<file path="src/rtl/soc_system_pio_pkg.sv">
// Shared register map and mode encodings for the soc_system PIO block.
// Constants only: no latency, no backpressure.
package soc_system_pio_pkg;

    localparam logic [2:0] ADDR_DATA   = 3'd0;
    localparam logic [2:0] ADDR_DIR    = 3'd1;
    localparam logic [2:0] ADDR_MASK   = 3'd2;
    localparam logic [2:0] ADDR_EDGE   = 3'd3;
    localparam logic [2:0] ADDR_OUTSET = 3'd4;
    localparam logic [2:0] ADDR_OUTCLR = 3'd5;

    localparam int EDGE_RISE = 0;
    localparam int EDGE_FALL = 1;
    localparam int EDGE_ANY  = 2;

    localparam int IRQ_LEVEL = 0;
    localparam int IRQ_EDGE  = 1;

endpackage

</file>
<file path="src/rtl/pio_sync_edge.sv">
// Input synchroniser plus edge detector; sync_in lags in_port by SYNC_STAGES cycles,
// edge_detect is combinational from the last two flops. No backpressure.
module pio_sync_edge
    import soc_system_pio_pkg::*;
#(
    parameter int DATA_WIDTH  = 32,
    parameter int SYNC_STAGES = 2,
    parameter int EDGE_TYPE   = EDGE_ANY
) (
    input  logic                  clk,
    input  logic                  reset,
    input  logic [DATA_WIDTH-1:0] in_port,
    output logic [DATA_WIDTH-1:0] sync_in,
    output logic [DATA_WIDTH-1:0] edge_detect
);

    logic [DATA_WIDTH-1:0] sync_q [SYNC_STAGES];
    logic [DATA_WIDTH-1:0] prev_in;
    logic [SYNC_STAGES:0]  primed;
    logic [DATA_WIDTH-1:0] rise;
    logic [DATA_WIDTH-1:0] fall;
    logic [DATA_WIDTH-1:0] edge_sel;

    // primed holds off detection until the chain and prev_in have refilled after
    // reset, so an input already high at reset release is not seen as an edge.
    always_ff @(posedge clk) begin
        if (reset) begin
            for (int i = 0; i < SYNC_STAGES; i++) begin
                sync_q[i] <= '0;
            end
            prev_in <= '0;
            primed  <= '0;
        end else begin
            sync_q[0] <= in_port;
            for (int i = 1; i < SYNC_STAGES; i++) begin
                sync_q[i] <= sync_q[i-1];
            end
            prev_in <= sync_q[SYNC_STAGES-1];
            primed  <= {primed[SYNC_STAGES-1:0], 1'b1};
        end
    end

    assign sync_in = sync_q[SYNC_STAGES-1];
    assign rise    = sync_in & ~prev_in;
    assign fall    = ~sync_in & prev_in;

    always_comb begin
        edge_sel = rise | fall;
        if (EDGE_TYPE == EDGE_RISE) begin
            edge_sel = rise;
        end else if (EDGE_TYPE == EDGE_FALL) begin
            edge_sel = fall;
        end
    end

    assign edge_detect = primed[SYNC_STAGES] ? edge_sel : '0;

endmodule

</file>
<file path="src/rtl/soc_system_pio_irq.sv">
// Avalon-MM parallel I/O slave with direction, edge capture and masked IRQ.
// Read data registered one cycle after address, writes take effect on the sampling edge; no wait states.
module soc_system_pio_irq
    import soc_system_pio_pkg::*;
#(
    parameter int                    DATA_WIDTH  = 32,
    parameter int                    SYNC_STAGES = 2,
    parameter int                    EDGE_TYPE   = EDGE_ANY,
    parameter int                    IRQ_TYPE    = IRQ_EDGE,
    parameter logic [DATA_WIDTH-1:0] RESET_VALUE = '0
) (
    input  logic                  clk,
    input  logic                  reset,
    input  logic [2:0]            address,
    input  logic                  chipselect,
    input  logic                  write_n,
    input  logic [31:0]           writedata,
    output logic [31:0]           readdata,
    input  logic [DATA_WIDTH-1:0] in_port,
    output logic [DATA_WIDTH-1:0] out_port,
    output logic [DATA_WIDTH-1:0] out_oe,
    output logic                  irq
);

    logic                  wr;
    logic [DATA_WIDTH-1:0] wd;
    logic [DATA_WIDTH-1:0] data_out;
    logic [DATA_WIDTH-1:0] dir;
    logic [DATA_WIDTH-1:0] irq_mask;
    logic [DATA_WIDTH-1:0] edge_capture;
    logic [DATA_WIDTH-1:0] edge_clr;
    logic [DATA_WIDTH-1:0] sync_in;
    logic [DATA_WIDTH-1:0] edge_detect;
    logic [DATA_WIDTH-1:0] rd_word;
    logic [31:0]           rd_ext;

    pio_sync_edge #(
        .DATA_WIDTH  (DATA_WIDTH),
        .SYNC_STAGES (SYNC_STAGES),
        .EDGE_TYPE   (EDGE_TYPE)
    ) u_sync_edge (
        .clk         (clk),
        .reset       (reset),
        .in_port     (in_port),
        .sync_in     (sync_in),
        .edge_detect (edge_detect)
    );

    assign wr = chipselect & ~write_n;
    assign wd = writedata[DATA_WIDTH-1:0];

    generate
        if (DATA_WIDTH < 32) begin : g_unused_wd
            logic unused_wd_hi;
            assign unused_wd_hi = ^writedata[31:DATA_WIDTH];
        end
    endgenerate

    assign edge_clr = (wr && address == ADDR_EDGE) ? wd : '0;

    always_comb begin
        rd_word = '0;
        case (address)
            ADDR_DATA:   rd_word = (sync_in & ~dir) | (data_out & dir);
            ADDR_DIR:    rd_word = dir;
            ADDR_MASK:   rd_word = irq_mask;
            ADDR_EDGE:   rd_word = edge_capture;
            ADDR_OUTSET: rd_word = data_out;
            ADDR_OUTCLR: rd_word = data_out;
            default:     rd_word = '0;
        endcase
        rd_ext = '0;
        rd_ext[DATA_WIDTH-1:0] = rd_word;
    end

    always_ff @(posedge clk) begin
        if (reset) begin
            data_out     <= RESET_VALUE;
            dir          <= '0;
            irq_mask     <= '0;
            edge_capture <= '0;
            readdata     <= '0;
        end else begin
            if (wr) begin
                case (address)
                    ADDR_DATA:   data_out <= wd;
                    ADDR_DIR:    dir      <= wd;
                    ADDR_MASK:   irq_mask <= wd;
                    ADDR_OUTSET: data_out <= data_out | wd;
                    ADDR_OUTCLR: data_out <= data_out & ~wd;
                    default:     ;
                endcase
            end
            // OR-ing the new edge after the clear lets a same-cycle edge win.
            edge_capture <= (edge_capture & ~edge_clr) | edge_detect;
            readdata     <= rd_ext;
        end
    end

    assign out_port = data_out;
    assign out_oe   = dir;

    generate
        if (IRQ_TYPE == IRQ_EDGE) begin : g_irq_edge
            assign irq = |(edge_capture & irq_mask);
        end else begin : g_irq_level
            assign irq = |(sync_in & irq_mask);
        end
    endgenerate

endmodule

</file>
<file path="config.mk">
export PLATFORM = sky130hd
export DESIGN_NAME = soc_system_pio_irq
export DESIGN_NICKNAME = d
export VERILOG_FILES = /design/src/rtl/soc_system_pio_pkg.sv /design/src/rtl/pio_sync_edge.sv /design/src/rtl/soc_system_pio_irq.sv
export SDC_FILE = /design/constraint.sdc
export NUM_CORES = 1
export LEC_CHECK = 0
export ABC_CLOCK_PERIOD_IN_PS = 2400
export BUFFER_PORTS_ARGS = -buffer_cell sky130_fd_sc_hd__buf_2
export CAP_MARGIN = 20
export CORE_ASPECT_RATIO = 1.1
export CORE_MARGIN = 2
export CORE_UTILIZATION = 61
export DETAILED_ROUTE_END_ITERATION = 16
export GPL_TIMING_DRIVEN = 0
export HOLD_SLACK_MARGIN = 0.03
export PLACE_DENSITY = 0.85
export SYNTH_ARGS = -nofsm -noshare
export SYNTH_HDL_FRONTEND = slang
export SYNTH_SLANG_ARGS = --single-unit
</file>
<file path="constraint.sdc">
create_clock -name clk -period 2.4 [get_ports clk]
set_clock_uncertainty 0.2 [all_clocks]
set_input_delay 0.48 -clock clk [delete_from_list [all_inputs] [get_ports clk]]
set_output_delay 0.48 -clock clk [all_outputs]
set_load 0.1 [all_outputs]
</file>
; ---- Word level (Yosys, flattened, before mapping)
; Memory sizes are Yosys's and may differ from the RTL's.
; Index checks and enable logic that the tools add are counted.
[word_totals]
memories = 1
rom_bits = 0
in_bits = 71
latch_bits = 0
ramBits = 64
register_bits = 195
[mem_list]
columns = name, depth, width, rd, rd_ports_with_merged_regs, write_ports, line_no
row1 = u_sync_edge.sync_q, 2, 32, 2, 0, 2, pio_sync_edge.sv:17  ; logic [DATA_WIDTH-1:0] sync_q [SYNC_STAGES];
[classes]
div = 0
multipliers = 0
n_eq_ne = 5
bitwise_logic = 20
n_reduce_logical = 8
mux = 10
addsub = 0
magnitude_cmp = 0
shifts = 0
[op_table]
columns = cell, n
row1 = bitwise AND 32 bit, 7
row2 = NOT 32 bit, 5
row3 = case mux 32 bit (5 select lines), 1
row4 = 2-to-1 mux 32 bit, 4
row5 = bitwise OR 32 bit, 4
row6 = case mux 32 bit (3 select lines), 1
row7 = OR reduction 32 bit, 1
row8 = == test 3 x 2 -> 1 bit (second input constant), 2
row9 = == test 3 bit (second input constant), 2
row10 = AND reduction 2 bit, 3
row11 = 2-to-1 mux 1 bit, 4
row12 = == test 3 x 1 -> 1 bit (second input constant), 1
row13 = zero test 3 bit, 1
row14 = nonzero test 3 bit, 1
row15 = bitwise OR 1 bit, 2
row16 = OR reduction 2 bit, 1
row17 = bitwise AND 1 bit, 1
row18 = logical AND 1 bit, 1
row19 = NOT 1 bit, 1

; ---- Longest topological paths before layout
; Gate-level depths: netlist of run 1.
[depth]
word_depth = 7
ltp_mapped = 6

; ---- Modules after synthesis
; Synthesis of run 1 repeated with hierarchy kept, for this count alone.
[unflattened]
cells_unflattened = 1175
hier_area_um2 = 11024.3
[by_module_without_submodules]
columns = mod, cells_each, seq_area_each_um2, n_inst, area_per_inst_um2
row1 = soc_system_pio_irq, 867, 3203.1, 1, 7619.8
row2 = pio_sync_edge, 308, 1981.9, 1, 3404.5

; ---- Worst setup path after synthesis of run 1
; OpenSTA, ideal clock, no wires.
[synth_timing]
path_type = flip-flop to output port
startpoint = register edge_capture[17]
endpoint = output irq
required_time_ns = 1.720
path_slack_ns = 0.195
arrival_ns = 1.525
path_stages_with_launch = 4
cell_sequence = dfxtp_1 -> a22oi_1 -> nand4_1 -> or4_1
[synth_via]
elab_chain_cells = 2
[synth_lines]
columns = element, line_no
row1 = "start, declared", soc_system_pio_irq.sv:30  ; logic [DATA_WIDTH-1:0] edge_capture;
row2 = "start signal, assigned", soc_system_pio_irq.sv:95  ; edge_capture <= (edge_capture & ~edge_clr) | edge_detect;
row3 = bitwise AND 32 bit, soc_system_pio_irq.sv:105  ; assign irq = |(edge_capture & irq_mask);
row4 = OR reduction 32 bit, soc_system_pio_irq.sv:105
row5 = "end, declared", soc_system_pio_irq.sv:22  ; output logic irq
; Every way passes these cells.

; ---- Final worst setup path of run 1
[layout_timing]
startpoint = register irq_mask[30]
endpoint = output irq
[layout_via]
elab_chain_cells = 2
[layout_lines]
columns = element, line_no
row1 = "start, declared", soc_system_pio_irq.sv:29  ; logic [DATA_WIDTH-1:0] irq_mask;
row2 = "start signal, assigned", soc_system_pio_irq.sv:88  ; ADDR_MASK: irq_mask <= wd;
row3 = bitwise AND 32 bit, soc_system_pio_irq.sv:105
row4 = OR reduction 32 bit, soc_system_pio_irq.sv:105
; Every way passes these cells.

==> results of run 1 <==
-- area by class of cell --
class | count | share of cell area
timing repair buffer | 202 | 0.0933
tap | 208 | 0.0203
clock inverter | 7 | 0.00489
buffer | 100 | 0.0387
clock buffer | 39 | 0.0594
sequential | 259 | 0.407
multi-input combinational | 675 | 0.367
inverter | 34 | 0.00997
-- registers in the layout, indices dropped and copies added, names as in the netlist --
signal	cells
edge_capture	32
irq_mask	32
out_oe	32
out_port	32
readdata	32
u_sync_edge.prev_in	32
u_sync_edge.primed	3
u_sync_edge.sync_q	64
-- layout by cell type (no fill, tap or decap), types with 7 or more instances in the layout --
cell type	count
dfxtp_2	16
a22oi_1	38
a22oi_2	10
mux2_2	32
a21oi_1	96
o21a_1	32
clkbuf_1	50
o32ai_2	7
o211ai_1	32
clkbuf_16	27
nor3b_1	33
dfxtp_1	243
nor2b_1	100
dlygate4sd3_1	32
buf_4	10
o32ai_1	25
nand3_1	64
inv_1	33
and3_1	32
a32o_2	30
o21ai_0	90
buf_2	205
xnor2_1	32
-- worst paths after layout --
kind / from / endpoint / slack (ns) / cells after the start
max: irq_mask[30]$_SDFFE_PP0P_ / irq / -0.22 / 4
min: writedata[8] / out_port[8]$_SDFFE_PP0P_ / 0.04 / 2
max reg2reg: u_sync_edge.primed[2]$_SDFF_PP0_ / edge_capture[2]$_SDFF_PP0_ / 0.90 / 3
min reg2reg: u_sync_edge.sync_q[0][7]$_SDFF_PP0_ / u_sync_edge.sync_q[0][39]$_SDFF_PP0_ / 0.24 / 1
-- worst max-delay path, stage by stage, from the launching register on --
cell and delay [ns]:
dfxtp_1 0.36, a22oi_2 0.19, nand4_1 0.12, or4_4 0.56, buf_12 0.19
-- where the power goes --
group / internal, W / switching (W)
registers: 0.00441 / 0.0000768
logic: 0.000279 / 0.000638
clock network: 0.00229 / 0.00168
-- per-layer routing --
metal,global-route usage,up-vias,share of wire
met1,0.468,4667,0.40
met4,0.136,0,0.034
met2,0.597,575,0.48
li1,-,4329,-
met3,0.0588,91,0.084
met5,0,-,0
-- cells by family (layout without fill, tap and decap cells) --
group,after synthesis,count (layout),share of synthesized area
AOI/OAI and AO/OA,368,368,0.239
xor gates and xnor gates,32,32,0.0268
buffers and inverters,134,382,0.0596
DFF,259,259,0.496
muxes,32,32,0.0345
and+or+nand+nor,243,243,0.144
-- timing repair --
item | CTS | global route
pin swaps | 9 | 0
setup endpoints to repair | 1 | 1
setup buffers | 3 | 0
hold endpoints to repair | 32 | 0
hold buffers | 32 | 0
resized for setup | 28 | 3
-- per-stage QoR --
step | utilization | worst slack [ns] | instance area [sq um]
floorplan | - | 0.195 | 10400
global placement | 0.683 | 0.155 | 11500
detailed placement | 0.683 | 0.133 | 11500
CTS | 0.757 | -0.201 | 12800
global route | 0.758 | -0.263 | 12800
finish | 0.758 | -0.225 | 12800
==> impl_metrics.tcl, run 1 <==
set metrics [dict create \
    grt_first_pass_wirelength_um 50800 \
    leakagePower_nw 5.12 \
    initial_core_util 0.618 \
    port_buffers 167 \
    drtIter0Drc 930 \
    fmax_mhz 381 \
    final_cells 1524 \
    syn_area_sq_mm 0.0104 \
    arrival_ns 1.94 \
    ys_seq_area_frac 0.496 \
    worstSetupEndpointType "primary output" \
    rows 50 \
    drv_slew 0 \
    synthTopCellsByArea "dfxtp_1 50%, nor2b_1 6.0%, a21oi_1 4.6%" \
    hold_viol 0 \
    worst_hold_slack_ns 0.0351 \
    design.die.area_sq_mm 0.0182 \
    clkTransAtPathRegs_ns 0.06 \
    pin_count 168 \
    synth-async-reset-ratio 0 \
    syn_area_per_cell_sq_um 9.78 \
    area_growth_pct 22.5 \
    synth_edf_count 0 \
    place_congestion 1.01 \
    ys.flop_type "dfxtp_1" \
    hp-class "in2reg" \
    worstPathRequired_ns 1.72 \
    syn_inst 1068 \
    finalSetupViolations 1 \
    synth_top_cell_by_area "dfxtp_1" \
    antenna_cells 0 \
    ys_warn_count 0 \
    htreeDepth 1 \
    grt_overflow 0 \
    worstSetupPathType "reg2out" \
    setup_slack_ns -0.225 \
    dieWidth_um 129 \
    routedWlPerCell_um 22.3 \
    netlist_top_cells_count "259 x dfxtp_1, 100 x nor2b_1, 96 x a21oi_1, 90 x o21ai_0, 64 x nand3_1" \
    drt-pass1-iter-count 7 \
    layout_min_cycle_time_ns 2.62 \
    critPathLaunchType "flip-flop" \
    cp_max_fo 3 \
    hpwl_um 23200 \
    tightest_slew_ns 0.809 \
    gr-usage-all-layers 0.358 \
    core_sq_mm 0.0169 \
    grt_max_degree 14 \
    ys_types 34 \
    yosysMostFrequentCell "dfxtp_1" \
    cts-root-buf "clkbuf_16" \
    placedCellCount 1443 \
    vias 9662 \
    ir_drop_uv 607 \
    wl_um 34000 \
    maxCapViolations 0 \
    cts_buffers 26 \
    p_per_area_mw_per_mm2 732 \
    slew_headroom 0.461 \
    rsz0062_at_grt "true" \
    final_nets 1369 \
    status "finished with violations" \
    violations "negative setup slack" \
    finalPower_w 0.00937 \
    finalCritPeriodShare 1.09 \
    insertion_delay_ns 0.53 \
    cts_tree "built" \
    seqCellArea_sq_mm 0.00520 \
    die_h_um 141 \
    multiInputGateArea_sq_mm 0.00469 \
    synth_seq_cells 259 \
    remaining_drc_errors 0 \
    fillers 1221 \
    grt_pass1_vias 9261 \
    vias_per_cell 6.34 \
    drive_above_1_share 0.272 \
    yosysTopAreaCellShare 0.496 \
    ant_nets 0 \
    antenna_found_initial 0 \
    clk_path_buf_depth 3 \
    tns_ns -0.225 \
    numClockSinks 259 \
    syn_nets 1139 \
]
No activity file was read; power rests on OpenSTA's default activity.
==> run 2, diff against run 1 <==
--- a/config.mk
+++ b/config.mk
@@ -5,16 +5,16 @@
 export SDC_FILE = /design/constraint.sdc
 export NUM_CORES = 1
 export LEC_CHECK = 0
-export ABC_CLOCK_PERIOD_IN_PS = 2400
+export ABC_CLOCK_PERIOD_IN_PS = 2450
 export BUFFER_PORTS_ARGS = -buffer_cell sky130_fd_sc_hd__buf_2
 export CAP_MARGIN = 20
 export CORE_ASPECT_RATIO = 1.1
 export CORE_MARGIN = 2
-export CORE_UTILIZATION = 61
+export CORE_UTILIZATION = 56
 export DETAILED_ROUTE_END_ITERATION = 16
 export GPL_TIMING_DRIVEN = 0
 export HOLD_SLACK_MARGIN = 0.03
-export PLACE_DENSITY = 0.85
+export PLACE_DENSITY = 0.79
 export SYNTH_ARGS = -nofsm -noshare
 export SYNTH_HDL_FRONTEND = slang
 export SYNTH_SLANG_ARGS = --single-unit
==> constraint.sdc (replaced) <==
create_clock -name clk -period 2.45 [get_ports clk]
set_clock_uncertainty 0.2 [all_clocks]
set_input_delay 0.49 -clock clk [delete_from_list [all_inputs] [get_ports clk]]
set_output_delay 0.49 -clock clk [all_outputs]
set_load 0.1 [all_outputs]
==> run 2 against run 1 <==
The run still ends with negative setup slack left; sequential cell count stayed put; combinational power is 2.4% lower; sequential power is 2% lower; total power is 0.73% higher; die area is 8.7% higher; critical endpoint unchanged.
==> impl_metrics.tcl, run 2 (synthesis gave the netlist of run 1 again) <==
set metrics [dict create \
    worstRegToRegCells 3 \
    antenna_found_initial 0 \
    area_growth_pct 23.5 \
    hold_start "writedata[4]" \
    htreeDepth 1 \
    violations "negative setup slack" \
    setup_slack_ns -0.175 \
    routedWlPerCell_um 21.8 \
    leakagePower_nw 5.15 \
    status "finished with violations" \
    drive_above_1_share 0.278 \
    hold_viol 0 \
    worstPathRequired_ns 1.76 \
    port_buffers 167 \
    final_nets 1367 \
    hold_depth 2 \
    finalCritPeriodShare 1.07 \
    hpwl_um 23600 \
    hp-class "in2reg" \
    rsz0062_at_grt "true" \
    ant_nets 0 \
    clkTransAtPathRegs_ns 0.06 \
    place_congestion 0.996 \
    final_cells 1558 \
    vias 9499 \
    placedCellCount 1478 \
    slew_headroom 0.519 \
    dieWidth_um 134 \
    cts-root-buf "clkbuf_16" \
    r2r-end "edge_capture[11]$_SDFF_PP0_" \
    r2r_slack_ns 0.97 \
    tightest_slew_ns 0.722 \
    wl_um 34000 \
    finalSetupViolations 1 \
    final_cell_mix "235 x dfxtp_1, 205 x buf_2, 100 x nor2b_1" \
    fmax_mhz 381 \
    maxCapViolations 0 \
    layout_commonest_cell "dfxtp_1" \
    path_cells "a22oi_2, nand4_1, or4_4, buf_12" \
    insertion_delay_ns 0.53 \
    hold-path-endpoint "out_port[4]$_SDFFE_PP0P_" \
    cts_buffers 26 \
    antenna_cells 0 \
    layout_min_cycle_time_ns 2.62 \
    largest_reg_flops 64 \
    cp_max_fo 3 \
    drv_slew 0 \
    critPathLaunchType "flip-flop" \
    final_util 0.703 \
    initial_core_util 0.569 \
    p_per_area_mw_per_mm2 731 \
    grt_max_degree 15 \
    grt_overflow 0 \
    core_sq_mm 0.0183 \
    startpoint "edge_capture[7]$_SDFF_PP0_" \
    cp_slowest_cell "or4_4" \
    drtIter0Drc 780 \
    grt_pass1_vias 9216 \
    pre_cts_slack_ns 0.164 \
    remaining_drc_errors 0 \
    rows 52 \
    drt-pass1-iter-count 5 \
    vias_per_cell 6.10 \
    clk_path_buf_depth 3 \
    arrival_ns 1.93 \
    r2r_start "u_sync_edge.primed[2]$_SDFF_PP0_" \
    cts_tree "built" \
    worstSetupEndpointType "primary output" \
    die_h_um 147 \
    pin_count 168 \
    design.die.area_sq_mm 0.0198 \
    worstSetupPathType "reg2out" \
    cpPeakStageDelay_ns 0.58 \
    gr-usage-all-layers 0.335 \
    ir_drop_uv 638 \
    largest-register "u_sync_edge.sync_q" \
    numClockSinks 259 \
    grt_first_pass_wirelength_um 51500 \
]
-- run 2: layout make-up --
cell class | instances | area, sq um
fill | 1456 | 5450
clock inverter | 7 | 95.1
clock buffer | 40 | 805
multi-input combinational | 675 | 4680
sequential | 259 | 5220
tap | 243 | 304
timing repair buffer | 200 | 1180
inverter | 34 | 128
buffer | 100 | 495
-- run 2: metal layers --
| metal | GRT usage | vias to the layer above | wire [um] |
|---|---|---|---|
| met5 | 0 | - | 0 |
| met4 | 0.137 | 0 | 1180 |
| met3 | 0.0604 | 89 | 2630 |
| met2 | 0.569 | 475 | 16500 |
| met1 | 0.419 | 4600 | 13700 |
| li1 | - | 4335 | - |
-- run 2: repair_timing --
action	4_1_cts	5_1_grt
hold buffers	32	0
pin swaps	11	7
endpoints found under the hold margin	32	0
setup endpoints to repair	1	1
setup buffers	1	0
resized for setup	27	10
-- run 2: worst max-delay path by stage --
stage               cells after the start                 endpoint
detailed placement                      7  readdata[31]$_SDFF_PP0_
finish                                  4                      irq
global route                            4                      irq
global placement                        5  readdata[31]$_SDFF_PP0_
CTS                                     4                      irq
floorplan                               3                      irq
-- run 2: critical path: cells and delay by family, from the launching register on --
kind,cells,cell delay (ns)
AO/OA/AOI/OAI,1,0.19
buffers and inverters,1,0.19
flip-flops,1,0.33
AND/OR/NAND/NOR,2,0.69
-- run 2: metrics by stage --
| stage | power [W] | hold WS (ns) | setup TNS, ns | cell area [sq um] |
|---|---|---|---|---|
| 2_1_floorplan | 0.00500 | 0.214 | 0 | 10400 |
| 3_3_place_gp | 0.00530 | 0.215 | 0 | 11600 |
| 3_5_place_dp | 0.00531 | 0.220 | 0 | 11600 |
| 4_1_cts | 0.00942 | 0.0346 | -0.161 | 12900 |
| 5_1_grt | 0.00965 | 0.0430 | -0.209 | 12900 |
| 6_report | 0.00944 | 0.0370 | -0.175 | 12900 |
-- run 2: where the power goes --
group | internal [W] | total (W) | leakage (nW) | switching [W]
registers | 0.00432 | 0.00439 | 2.12 | 0.0000740
logic | 0.000273 | 0.000896 | 2.59 | 0.000624
clock network | 0.00247 | 0.00415 | 0.441 | 0.00168
total | 0.00706 | 0.00944 | 5.15 | 0.00238
==> run 3, diff against run 2 <==
--- a/config.mk
+++ b/config.mk
@@ -8,7 +8,6 @@
 export ABC_CLOCK_PERIOD_IN_PS = 2450
 export BUFFER_PORTS_ARGS = -buffer_cell sky130_fd_sc_hd__buf_2
 export CAP_MARGIN = 20
-export CORE_ASPECT_RATIO = 1.1
 export CORE_MARGIN = 2
 export CORE_UTILIZATION = 56
 export DETAILED_ROUTE_END_ITERATION = 16
==> run 3 against run 2 <==
The flow still finishes with violations (negative setup slack); highest routed layer unchanged; sequential cell count unchanged; cell count down 0.39%; register-to-register slack got worse by 0.04 ns; design area is 1.2% higher; critical path type unchanged; sequential power is essentially flat; fmax fell by 1.2%; critical endpoint unchanged; first-iteration DRC count is 41% higher; die area is essentially flat; combinational power barely moved.
==> impl_metrics.tcl, run 3 (synthesis gave the netlist of run 1 again) <==
set metrics [dict create \
    status "finished with violations" \
    violations "negative setup slack" \
    hold-path-endpoint "out_port[17]$_SDFFE_PP0P_" \
    drt-pass1-iter-count 5 \
    ant_nets 0 \
    r2r-end "edge_capture[16]$_SDFF_PP0_" \
    final_util 0.719 \
    insertion_delay_ns 0.54 \
    clkTransAtPathRegs_ns 0.06 \
    clk_path_buf_depth 3 \
    fillers 1388 \
    layout_commonest_cell "dfxtp_1" \
    pin_count 168 \
    routedWlPerCell_um 21.6 \
    layout_min_cycle_time_ns 2.66 \
    gr-usage-all-layers 0.329 \
    critPathLaunchType "flip-flop" \
    hold_start "writedata[17]" \
    cts-root-buf "clkbuf_16" \
    r2r_start "u_sync_edge.primed[2]$_SDFF_PP0_" \
    hpwl_um 23000 \
    grt_max_degree 15 \
    initial_core_util 0.576 \
    placedCellCount 1464 \
    antenna_cells 0 \
    finalCritPeriodShare 1.08 \
    r2r_slack_ns 0.93 \
    largest-register "u_sync_edge.sync_q" \
    antenna_found_initial 0 \
    largest_reg_flops 64 \
    hold_viol 0 \
    core_sq_mm 0.0181 \
    grt_first_pass_wirelength_um 51400 \
    hold_depth 2 \
    drv_slew 0 \
    cp_max_fo 3 \
    grt_overflow 0 \
    slew_headroom 0.521 \
    dieWidth_um 141 \
    die_h_um 141 \
    vias 9542 \
    tightest_slew_ns 0.719 \
    tns_ns -0.207 \
    final_cell_mix "237 x dfxtp_1, 205 x buf_2, 100 x nor2b_1" \
    rsz0062_at_grt "true" \
    hp-class "in2reg" \
    vias_per_cell 6.15 \
    worstSetupEndpointType "primary output" \
    arrival_ns 1.97 \
    grt_pass1_vias 9069 \
    worstRegToRegCells 3 \
    placedInstanceArea_sq_mm 0.0116 \
    fmax_mhz 376 \
    maxCapViolations 0 \
    port_buffers 167 \
    wl_um 33500 \
    ir_drop_uv 503 \
    remaining_drc_errors 0 \
    worstPathRequired_ns 1.76 \
    final_cells 1552 \
    rows 49 \
    setup_slack_ns -0.207 \
    numClockSinks 259 \
    final_nets 1374 \
    design.die.area_sq_mm 0.0198 \
    drtIter0Drc 1102 \
    seqCellArea_sq_mm 0.00521 \
    fin_area_sq_mm 0.0131 \
    area_growth_pct 24.9 \
    cts_buffers 26 \
    finalSetupViolations 1 \
    multiInputGateArea_sq_mm 0.00469 \
    htreeDepth 1 \
    p_per_area_mw_per_mm2 759 \
    drive_above_1_share 0.280 \
    place_congestion 1.00 \
    cts_tree "built" \
    pre_cts_slack_ns 0.145 \
    worstSetupPathType "reg2out" \
    leakagePower_nw 5.22 \
]
-- run 3: timing repair --
action / in CTS / in global routing
setup buffers: 4 / 0
endpoints found under the setup margin: 1 / 1
hold buffers: 36 / 0
gates cloned: 0 / 0
endpoints found under the hold margin: 36 / 0
pin swaps: 13 / 5
gates resized for setup: 27 / 9
-- run 3: stage by stage --
stage | hold slack, ns | power, W
after floorplan | 0.214 | 0.00500
after global placement | 0.216 | 0.00529
after detailed placement | 0.221 | 0.00531
after CTS | 0.0301 | 0.00990
after global routing | 0.0361 | 0.0101
final | 0.0386 | 0.00991
-- run 3: worst max path at each step --
stage,depth (start not counted),to,start
2_1_floorplan,3,irq,edge_capture[17]$_SDFF_PP0_
3_3_place_gp,5,readdata[31]$_SDFF_PP0_,address[1]
3_5_place_dp,5,readdata[31]$_SDFF_PP0_,address[1]
4_1_cts,4,irq,irq_mask[4]$_SDFFE_PP0P_
5_1_grt,4,irq,irq_mask[15]$_SDFFE_PP0P_
6_report,4,irq,edge_capture[9]$_SDFF_PP0_
-- run 3: per-layer routing --
metal  GRT usage  share of wire  vias up  routed length, um
met5           0              0        -                  0
met4      0.0911          0.024        0                818
met3      0.0649          0.092       64               3090
met2       0.544           0.47      515              15800
met1       0.444           0.41     4617              13800
li1            -              -     4346                  -
-- run 3: critical path: stages, from the launching register on --
cell	delay, ns
dfxtp_1	0.37
a22oi_2	0.22
nand4_1	0.16
or4_4	0.48
buf_12	0.19
-- run 3: area by class of cell --
class	count	share of cell area
Timing Repair Buffer	207	0.0951
Clock buffer	35	0.0579
Buffer	100	0.0380
Inverter	34	0.00978
Sequential cell	259	0.399
Tap cell	229	0.0220
Multi-Input combinational cell	675	0.359
Clock inverter	13	0.0188
-- run 3: power breakdown --
part	switching, W	leakage (nW)	internal [W]	total [W]
combinational	0.000619	2.62	0.000278	0.000897
clock	0.00172	0.487	0.00290	0.00462
sequential	0.0000735	2.12	0.00432	0.00439
total	0.00242	5.22	0.00749	0.00991
